$ cat src/rtl/cache_controller_pkg.sv
// Shared constants for the cache controller: field widths, address slicing
// and the FSM state encoding.
package cache_controller_pkg;

  // Field widths of the tag, data word and word-within-block selector.
  localparam int TAG_W  = 5;
  localparam int DATA_W = 16;
  localparam int WORD_W = 2;

  // Address layout is {tag, index, word}. The word field sits at bit 0 and
  // the index follows it. The tag position depends on the index width, so
  // the controller derives it locally.
  localparam int WORD_LSB  = 0;
  localparam int INDEX_LSB = WORD_LSB + WORD_W;

  // FSM state encoding.
  localparam logic [2:0] ST_IDLE    = 3'd0;
  localparam logic [2:0] ST_COMP    = 3'd1;
  localparam logic [2:0] ST_GAP     = 3'd2;
  localparam logic [2:0] ST_WB_RD   = 3'd3;
  localparam logic [2:0] ST_WB_WR   = 3'd4;
  localparam logic [2:0] ST_FILL_RD = 3'd5;
  localparam logic [2:0] ST_FILL_WR = 3'd6;
  localparam logic [2:0] ST_DONE    = 3'd7;

endpackage

$ cat src/rtl/cache_controller.sv
// Write-back, write-allocate controller for a direct-mapped cache. The tag
// and data set and the backing memory are both external; this block only
// sequences them.
// A miss first writes back a dirty victim one word at a time. It then fills
// the block one word at a time and re-runs the compare, which now hits.
module cache_controller
  import cache_controller_pkg::*;
#(
  parameter int INDEX_W = 3,
  parameter int WORDS   = 4,
  parameter int ADDR_W  = 5 + INDEX_W + 2
) (
  input  logic                clk,
  input  logic                rst,
  // CPU side
  input  logic                cpu_req,
  input  logic                cpu_we,
  input  logic [ADDR_W-1:0]   cpu_addr,
  input  logic [DATA_W-1:0]   cpu_wdata,
  output logic [DATA_W-1:0]   cpu_rdata,
  output logic                cpu_done,
  output logic                cpu_hit,
  // Cache set command
  output logic                set_en,
  output logic [INDEX_W-1:0]  set_sel,
  output logic [WORD_W-1:0]   set_word,
  output logic                set_comp,
  output logic                set_write,
  output logic                set_valid,
  output logic [TAG_W-1:0]    set_tag,
  output logic [DATA_W-1:0]   set_data,
  // Cache set response
  input  logic                set_hit,
  input  logic                set_dirty,
  input  logic                set_valid_out,
  input  logic                set_ack,
  input  logic [TAG_W-1:0]    set_tag_out,
  input  logic [DATA_W-1:0]   set_data_out,
  // Backing memory
  output logic                mem_req,
  output logic                mem_we,
  output logic [ADDR_W-1:0]   mem_addr,
  output logic [DATA_W-1:0]   mem_wdata,
  input  logic [DATA_W-1:0]   mem_rdata,
  input  logic                mem_ack
);

  localparam int TAG_LSB = INDEX_LSB + INDEX_W;
  localparam logic [WORD_W-1:0] K_LAST = WORD_W'(WORDS - 1);

  logic [2:0]         state_q, state_d;
  logic [2:0]         gap_next_q, gap_next_d;   // state entered after GAP
  logic [WORD_W-1:0]  k_q, k_d;                 // word counter for WB/fill
  logic               we_q, we_d;
  logic [ADDR_W-1:0]  addr_q, addr_d;
  logic [DATA_W-1:0]  wdata_q, wdata_d;
  logic               first_cmp_q, first_cmp_d; // first compare already seen
  logic               hit_q, hit_d;
  logic [DATA_W-1:0]  rdata_q, rdata_d;
  logic [TAG_W-1:0]   wb_tag_q, wb_tag_d;       // tag of the victim line
  logic [DATA_W-1:0]  buf_q, buf_d;             // word in transit

  logic [TAG_W-1:0]   req_tag;
  logic [INDEX_W-1:0] req_idx;
  logic [WORD_W-1:0]  req_word;
  logic               k_last;

  assign req_tag  = addr_q[TAG_LSB +: TAG_W];
  assign req_idx  = addr_q[INDEX_LSB +: INDEX_W];
  assign req_word = addr_q[WORD_LSB +: WORD_W];
  assign k_last   = (k_q == K_LAST);

  // Next-state logic: the request sequence and the capture of set/memory responses
  always_comb begin
    state_d     = state_q;
    gap_next_d  = gap_next_q;
    k_d         = k_q;
    we_d        = we_q;
    addr_d      = addr_q;
    wdata_d     = wdata_q;
    first_cmp_d = first_cmp_q;
    hit_d       = hit_q;
    rdata_d     = rdata_q;
    wb_tag_d    = wb_tag_q;
    buf_d       = buf_q;
    case (state_q)
      ST_IDLE: begin
        if (cpu_req) begin
          we_d        = cpu_we;
          addr_d      = cpu_addr;
          wdata_d     = cpu_wdata;
          first_cmp_d = 1'b0;
          state_d     = ST_COMP;
        end
      end
      ST_COMP: begin
        if (set_ack) begin
          first_cmp_d = 1'b1;
          // Only the very first compare decides cpu_hit; the retry after a fill always hits.
          if (!first_cmp_q) hit_d = set_hit;
          if (set_hit) begin
            if (!we_q) rdata_d = set_data_out;
            state_d = ST_DONE;
          end else begin
            k_d        = '0;
            state_d    = ST_GAP;
            gap_next_d = (set_valid_out && set_dirty) ? ST_WB_RD : ST_FILL_RD;
          end
        end
      end
      ST_GAP: begin
        state_d = gap_next_q;
      end
      ST_WB_RD: begin
        if (set_ack) begin
          wb_tag_d   = set_tag_out;
          buf_d      = set_data_out;
          state_d    = ST_GAP;
          gap_next_d = ST_WB_WR;
        end
      end
      ST_WB_WR: begin
        if (mem_ack) begin
          state_d = ST_GAP;
          if (k_last) begin
            k_d        = '0;
            gap_next_d = ST_FILL_RD;
          end else begin
            k_d        = k_q + 1'b1;
            gap_next_d = ST_WB_RD;
          end
        end
      end
      ST_FILL_RD: begin
        if (mem_ack) begin
          buf_d   = mem_rdata;
          state_d = ST_FILL_WR;
        end
      end
      ST_FILL_WR: begin
        if (set_ack) begin
          state_d = ST_GAP;
          if (k_last) begin
            k_d        = '0;
            gap_next_d = ST_COMP;
          end else begin
            k_d        = k_q + 1'b1;
            gap_next_d = ST_FILL_RD;
          end
        end
      end
      ST_DONE: begin
        state_d = ST_IDLE;
      end
      default: begin
        state_d = ST_IDLE;
      end
    endcase
  end

  // State register; reset abandons any in-flight access
  always_ff @(posedge clk) begin
    if (rst) begin
      state_q     <= ST_IDLE;
      gap_next_q  <= ST_IDLE;
      k_q         <= '0;
      we_q        <= 1'b0;
      addr_q      <= '0;
      wdata_q     <= '0;
      first_cmp_q <= 1'b0;
      hit_q       <= 1'b0;
      rdata_q     <= '0;
      wb_tag_q    <= '0;
      buf_q       <= '0;
    end else begin
      state_q     <= state_d;
      gap_next_q  <= gap_next_d;
      k_q         <= k_d;
      we_q        <= we_d;
      addr_q      <= addr_d;
      wdata_q     <= wdata_d;
      first_cmp_q <= first_cmp_d;
      hit_q       <= hit_d;
      rdata_q     <= rdata_d;
      wb_tag_q    <= wb_tag_d;
      buf_q       <= buf_d;
    end
  end

  // Command outputs are pure functions of registered state, so they hold steady until the ack
  always_comb begin
    set_en    = 1'b0;
    set_sel   = req_idx;
    set_word  = k_q;
    set_comp  = 1'b0;
    set_write = 1'b0;
    set_valid = 1'b0;
    set_tag   = req_tag;
    set_data  = buf_q;
    mem_req   = 1'b0;
    mem_we    = 1'b0;
    mem_addr  = {req_tag, req_idx, k_q};
    mem_wdata = buf_q;
    case (state_q)
      ST_COMP: begin
        set_en    = 1'b1;
        set_comp  = 1'b1;
        set_write = we_q;
        set_word  = req_word;
        set_data  = wdata_q;
      end
      ST_WB_RD: begin
        set_en = 1'b1;
      end
      ST_FILL_WR: begin
        set_en    = 1'b1;
        set_write = 1'b1;
        set_valid = 1'b1;
      end
      ST_WB_WR: begin
        mem_req  = 1'b1;
        mem_we   = 1'b1;
        mem_addr = {wb_tag_q, req_idx, k_q};
      end
      ST_FILL_RD: begin
        mem_req = 1'b1;
      end
      default: begin
      end
    endcase
  end

  assign cpu_done  = (state_q == ST_DONE);
  assign cpu_hit   = hit_q;
  assign cpu_rdata = rdata_q;

endmodule

$ cat config.mk
export PLATFORM = sky130hd
export DESIGN_NAME = cache_controller
export DESIGN_NICKNAME = d
export VERILOG_FILES = /design/src/rtl/cache_controller_pkg.sv /design/src/rtl/cache_controller.sv
export SDC_FILE = /design/constraint.sdc
export NUM_CORES = 1
export LEC_CHECK = 0
export CAP_MARGIN = 30
export CORE_ASPECT_RATIO = 1.1
export CORE_MARGIN = 2
export CORE_UTILIZATION = 40
export CTS_BUF_LIST = sky130_fd_sc_hd__clkbuf_8
export DETAILED_ROUTE_END_ITERATION = 7
export PLACE_DENSITY = 0.76
export SKIP_LAST_GASP = 1
export SLEW_MARGIN = 25
export SYNTH_ARGS = -nofsm -noshare
export SYNTH_HDL_FRONTEND = slang
export SYNTH_SLANG_ARGS = --single-unit
$ cat constraint.sdc
create_clock -name clk -period 3.68 [get_ports clk]
set_input_delay 0.92 -clock clk [delete_from_list [all_inputs] [get_ports clk]]
set_output_delay 0.92 -clock clk [all_outputs]
set_load 0.1 [all_outputs]
# --- Word level (Yosys, flattened, before mapping) ---
# Cells that the tools add are included.
word_totals:
  wordCells: 85
  out_inout_bits: 76
  inputBits: 72
  regBits: 74
classes:
  reduce_logical: 18
  bitwise_logic: 2
  muxes: 37
  addsub: 1
  eq_ne: 16
op_table:
  columns: ["cell", "count"]
  rows:
  - ["16-bit 2-to-1 mux", 3]
  - ["3-bit 2-to-1 mux", 14]
  - ["16-bit case mux with 2 select lines", 1]
  - ["3-bit case mux with 7 select lines", 1]
  - ["2-bit != test (second input constant)", 7]
  - ["3-bit == test (second input constant)", 4]
  - ["2-bit 2-to-1 mux", 6]
  - ["3-bit case mux with 4 select lines", 1]
  - ["10-bit 2-to-1 mux", 1]
  - ["5-bit AND reduction", 2]
  - ["3-bit AND reduction", 3]
  - ["1-bit 2-to-1 mux", 7]
  - ["3-bit by 2-bit == test with 1-bit output (second input constant)", 2]
  - ["2-bit case mux with 3 select lines", 1]
  - ["6-bit AND reduction", 1]
  - ["1-bit case mux with 2 select lines", 2]
  - ["2-bit AND reduction", 2]
  - ["4-bit AND reduction", 1]
  - ["2-bit nonzero test", 2]
  - ["4-bit nonzero test", 1]
  - ["2-bit OR reduction", 2]
  - ["3-bit by 1-bit == test with 1-bit output (second input constant)", 1]
  - ["3-bit zero test", 1]
  - ["3-bit nonzero test", 1]
  - ["other kinds (6)", 7]

# --- Logic depth before layout (Yosys ltp) ---
logic_depth:
  word_depth: 5
  depth_mapped: 7
  depth_no_buf: 4

# --- Worst setup path after synthesis ---
# OpenSTA, ideal clock, no wires.
synth_timing:
  path_type: "register -> output"
  from: "reg state_q[2]"
  to: "out mem_addr[5]"
  required_time_ns: 2.760
  stages_incl_launch_ff: 6
  arrival_time_ns: 2.319
  setup_slack_ns: 0.441
  path_buffers: 2
  cell_sequence: "dfxtp_1 > buf_4 > buf_4 > nand2b_1 > nor2_2 > mux2_2"
synth_via:
  elab_chain_len: 2
synth_rtl:
  columns: ["item", "line_no", "source"]
  rows:
  - ["start: declaration", "cache_controller.sv:51", "logic [2:0] state_q, state_d;"]
  - ["start signal: assignment", "cache_controller.sv:176", "state_q <= state_d;"]
  - ["3-bit == test", "cache_controller.sv:204", "case (state_q)"]
  - ["10-bit 2-to-1 mux", "cache_controller.sv:204", null]
  - ["end: declaration", "cache_controller.sv:42", "output logic [ADDR_W-1:0] mem_addr,"]
# Every way passes these cells.

# --- Final worst setup path ---
layout_timing:
  from: "reg state_q[2]"
  to: "out set_data[10]"
layout_via:
  elab_chain_len: 2
layout_rtl:
  columns: ["item", "line_no", "source"]
  rows:
  - ["3-bit by 1-bit == test with 1-bit output", "cache_controller.sv:204", null]
  - ["16-bit 2-to-1 mux", "cache_controller.sv:204", null]
  - ["end: declaration", "cache_controller.sv:31", "output logic [DATA_W-1:0] set_data,"]
# Every way passes these cells.

==> impl_metrics.py <==
metrics = {
    "logic_synthesis": {
        "synthAdderAreaFrac": 0.003628,
        "synth.yosys.warnings": 0,
        "netlist_area_um2": 3448,
        "synth_seq_area_share": 0.4296,
        "synth_top_flop_cell": "dfxtp_1",
        "synth.top_cells.by_area": "dfxtp_1 (43%), mux2i_1 (12%), mux2_2 (7.5%)",
        "async_flop_share": 0,
        "synth.largest_area_cell": "dfxtp_1",
        "yosys_register_bits": 74,
        "synth_compound_area_frac": 0.1201,
        "post_synth_mux_area_share": 0.1941,
        "synth.top_cell.area_share": 0.4296,
        "synth_top_family_by_area": "multiplexers",
        "synthesis.nets": 462,
        "synth_simple_gate_area_share": 0.1753,
        "synth_xor_xnor_area_share": 0.002540,
        "yosysUniqueCellTypes": 40,
        "syn_area_per_cell_um2": 8.865,
        "synth_edf_count": 0,
        "syn_inst": 389,
    },
    "cells_and_area": {
        "filler_cell_count": 727,
        "syn_to_final_growth_pct": 47.31,
        "nNetsFinal": 589,
        "layout-drive-gt1-share": 0.1747,
        "n_antenna_cell": 0,
    },
    "cts": {
        "postCtsHoldBufs": 0,
        "clock-root-buffer": "clkbuf_8",
        "cts_max_path_buffers": 2,
        "cts_tree": "yes",
        "clk_pin_slew_ns": 0.08,
        "cts_buffers": 9,
        "cts_sinks": 74,
        "cts_setup_buffers": 0,
        "htreeDepth": 3,
        "post_cts_resized": 0,
        "insertion_delay_ns": 0.34,
    },
    "detailed_routing": {
        "via_count": 3141,
        "detail-route-antenna-nets": 0,
        "routed_wl_mm": 9.171,
        "vias_per_cell": 4.970,
        "dr.pass1.iters": 4,
        "wl_per_cell_um": 14.51,
        "drc": 0,
        "drt_iter0_drc": 96,
    },
    "timing": {
        "worst_slew_pin_slew_ns": 0.9833,
        "layout_setup_ws_ns": 0.3646,
        "rsz0062_at_grt": "false",
        "fmax_mhz": 301.6,
        "hold_viol_final": 0,
        "fin_crit_ns": 3.315,
        "setup_violations": 0,
        "skew_ns": 0.008262,
        "finalCritPeriodShare": 0.9009,
        "maxSlewViolCount": 0,
        "fin_tns_setup_ns": 0,
        "max_slew_margin": 0.3424,
    },
    "power_and_ir_drop": {
        "ir_worst_vdd_uv": 316.8,
        "p_leak_nw": 2.236,
        "p_per_area_nw_per_um2": 805.5,
        "power.total_mw": 4.092,
    },
    "floorplanning": {
        "die_w_um": 92.53,
        "start_util": 0.4123,
        "ios": 148,
        "core_area_um2": 8364,
        "die_height_um": 101.4,
        "die_area_um2": 9380,
        "placementRows": 35,
    },
    "global_routing": {
        "antenna_found_initial": 0,
        "track_usage": 0.1946,
        "grt_pass1_vias": 3024,
        "overflow": 0,
        "grt_max_degree": 39,
        "grt_pass1_wl_mm": 14.63,
    },
    "worst_setup_path": {
        "crit_path_end_kind": "output port",
        "worstPathArrival_ns": 2.40,
        "worstPathRequired_ns": 2.76,
        "path_max_fanout": 20,
        "worstSetupStartpointType": "flop",
        "path_class": "flop to output port",
    },
    "placed_design": {
        "hpwl_mm": 6.813,
        "globalplace.congestion": 0.7773,
        "place_ws_ns": 0.6173,
        "io_buffers": 147,
    },
    "run": {
        "drv_cap": 0,
    },
    "min_path": {
        "hold_class": "flop to flop",
    },
    "run_status": {
        "status": "finished clean",
    },
}
## cells by family (layout without fill, tap and decap cells)
family | after synthesis | in the layout
mux | 64 | 64
flops | 74 | 74
buf+inv | 44 | 176
compound gates | 65 | 65
simple gates | 140 | 140
xor+xnor | 1 | 1
fa+ha+maj | 1 | 1
## layout by cell type, fill, tap and decap left out, types with 4 or more instances in the layout
cell type / instances
a21oi_1: 30
buf_12: 8
nor2_1: 49
a211oi_1: 20
nand3_1: 5
nand2b_1: 4
inv_1: 6
mux2i_1: 41
dfxtp_1: 74
nor3_1: 5
clkdlybuf4s50_1: 108
buf_4: 38
clkbuf_8: 10
nand2_1: 61
mux2_2: 23
## Yosys cell counts (2+ instances only)
master,n
nor2b_1,3
mux2_2,23
nor3_1,5
buf_4,15
o22ai_1,2
dfxtp_1,74
nor2_1,49
nand3b_1,3
a31oi_1,2
nand2_1,61
mux2i_1,41
a211oi_1,20
o21ai_0,3
a21oi_1,30
inv_1,5
buf_2,10
nand2b_1,4
and3_1,3
nand3_1,5
clkbuf_1,11
## final timing paths
path	from	to	slack, ns	depth (start not counted)
min	wdata_q[4]	wdata_q[4]	0.46	2
min reg2reg	wdata_q[4]	wdata_q[4]	0.46	2
max reg2reg	state_q[2]	cpu_rdata[15]	1.48	4
max	state_q[2]	set_data[10]	0.36	4
## per-layer routing
layer,global-route usage,part of all wire,vias up
met3,0.05506,0.078,8
met1,0.2329,0.42,1451
met4,0.06544,0.0095,0
met2,0.3375,0.50,106
met5,0,0,-
li1,-,-,1576
## worst max-delay path, stage by stage (launching register included)
cell and delay (ns):
dfxtp_1 0.51, nor3b_2 0.59, buf_4 0.34, mux2_2 0.37
buf_4 0.23
## per-stage QoR
stage                     utilization  hold slack [ns]  instance area, um2  std cells
after floorplan                     -           0.4329                3448        389
after global placement         0.5840           0.4407                4885        616
after detailed placement       0.5840           0.4466                4885        616
after CTS                      0.6073           0.4572                5080        632
after global routing           0.6073           0.4760                5080        632
final                          0.6073           0.4554                5080        632
## report_power, final
part / internal, mW / switching, mW
Combinational: 0.684 / 1.72
Clock: 0.327 / 0.295
Sequential: 0.947 / 0.113
Total: 1.96 / 2.13
## layout make-up
| class | count | area [um2] | share of cell area |
|---|---|---|---|
| clock inverters | 6 | 57.56 | 0.01133 |
| inverters | 5 | 18.77 | 0.003695 |
| clock buffers | 10 | 137.6 | 0.02709 |
| well taps | 111 | 138.9 | 0.02734 |
| multi-input cells | 271 | 1714 | 0.3374 |
| flip-flops and latches | 74 | 1481 | 0.2916 |
| repair buffers | 155 | 1531 | 0.3015 |
## registers in the layout, summed over array words and instances (netlist names), 2 cells and up
register    flops
cpu_rdata      16
mem_wdata      16
wdata_q        16
addr_q         10
wb_tag_q        5
gap_next_q      3
state_q         3
k_q             2
Note: power is estimated with default switching activity, not from simulation.
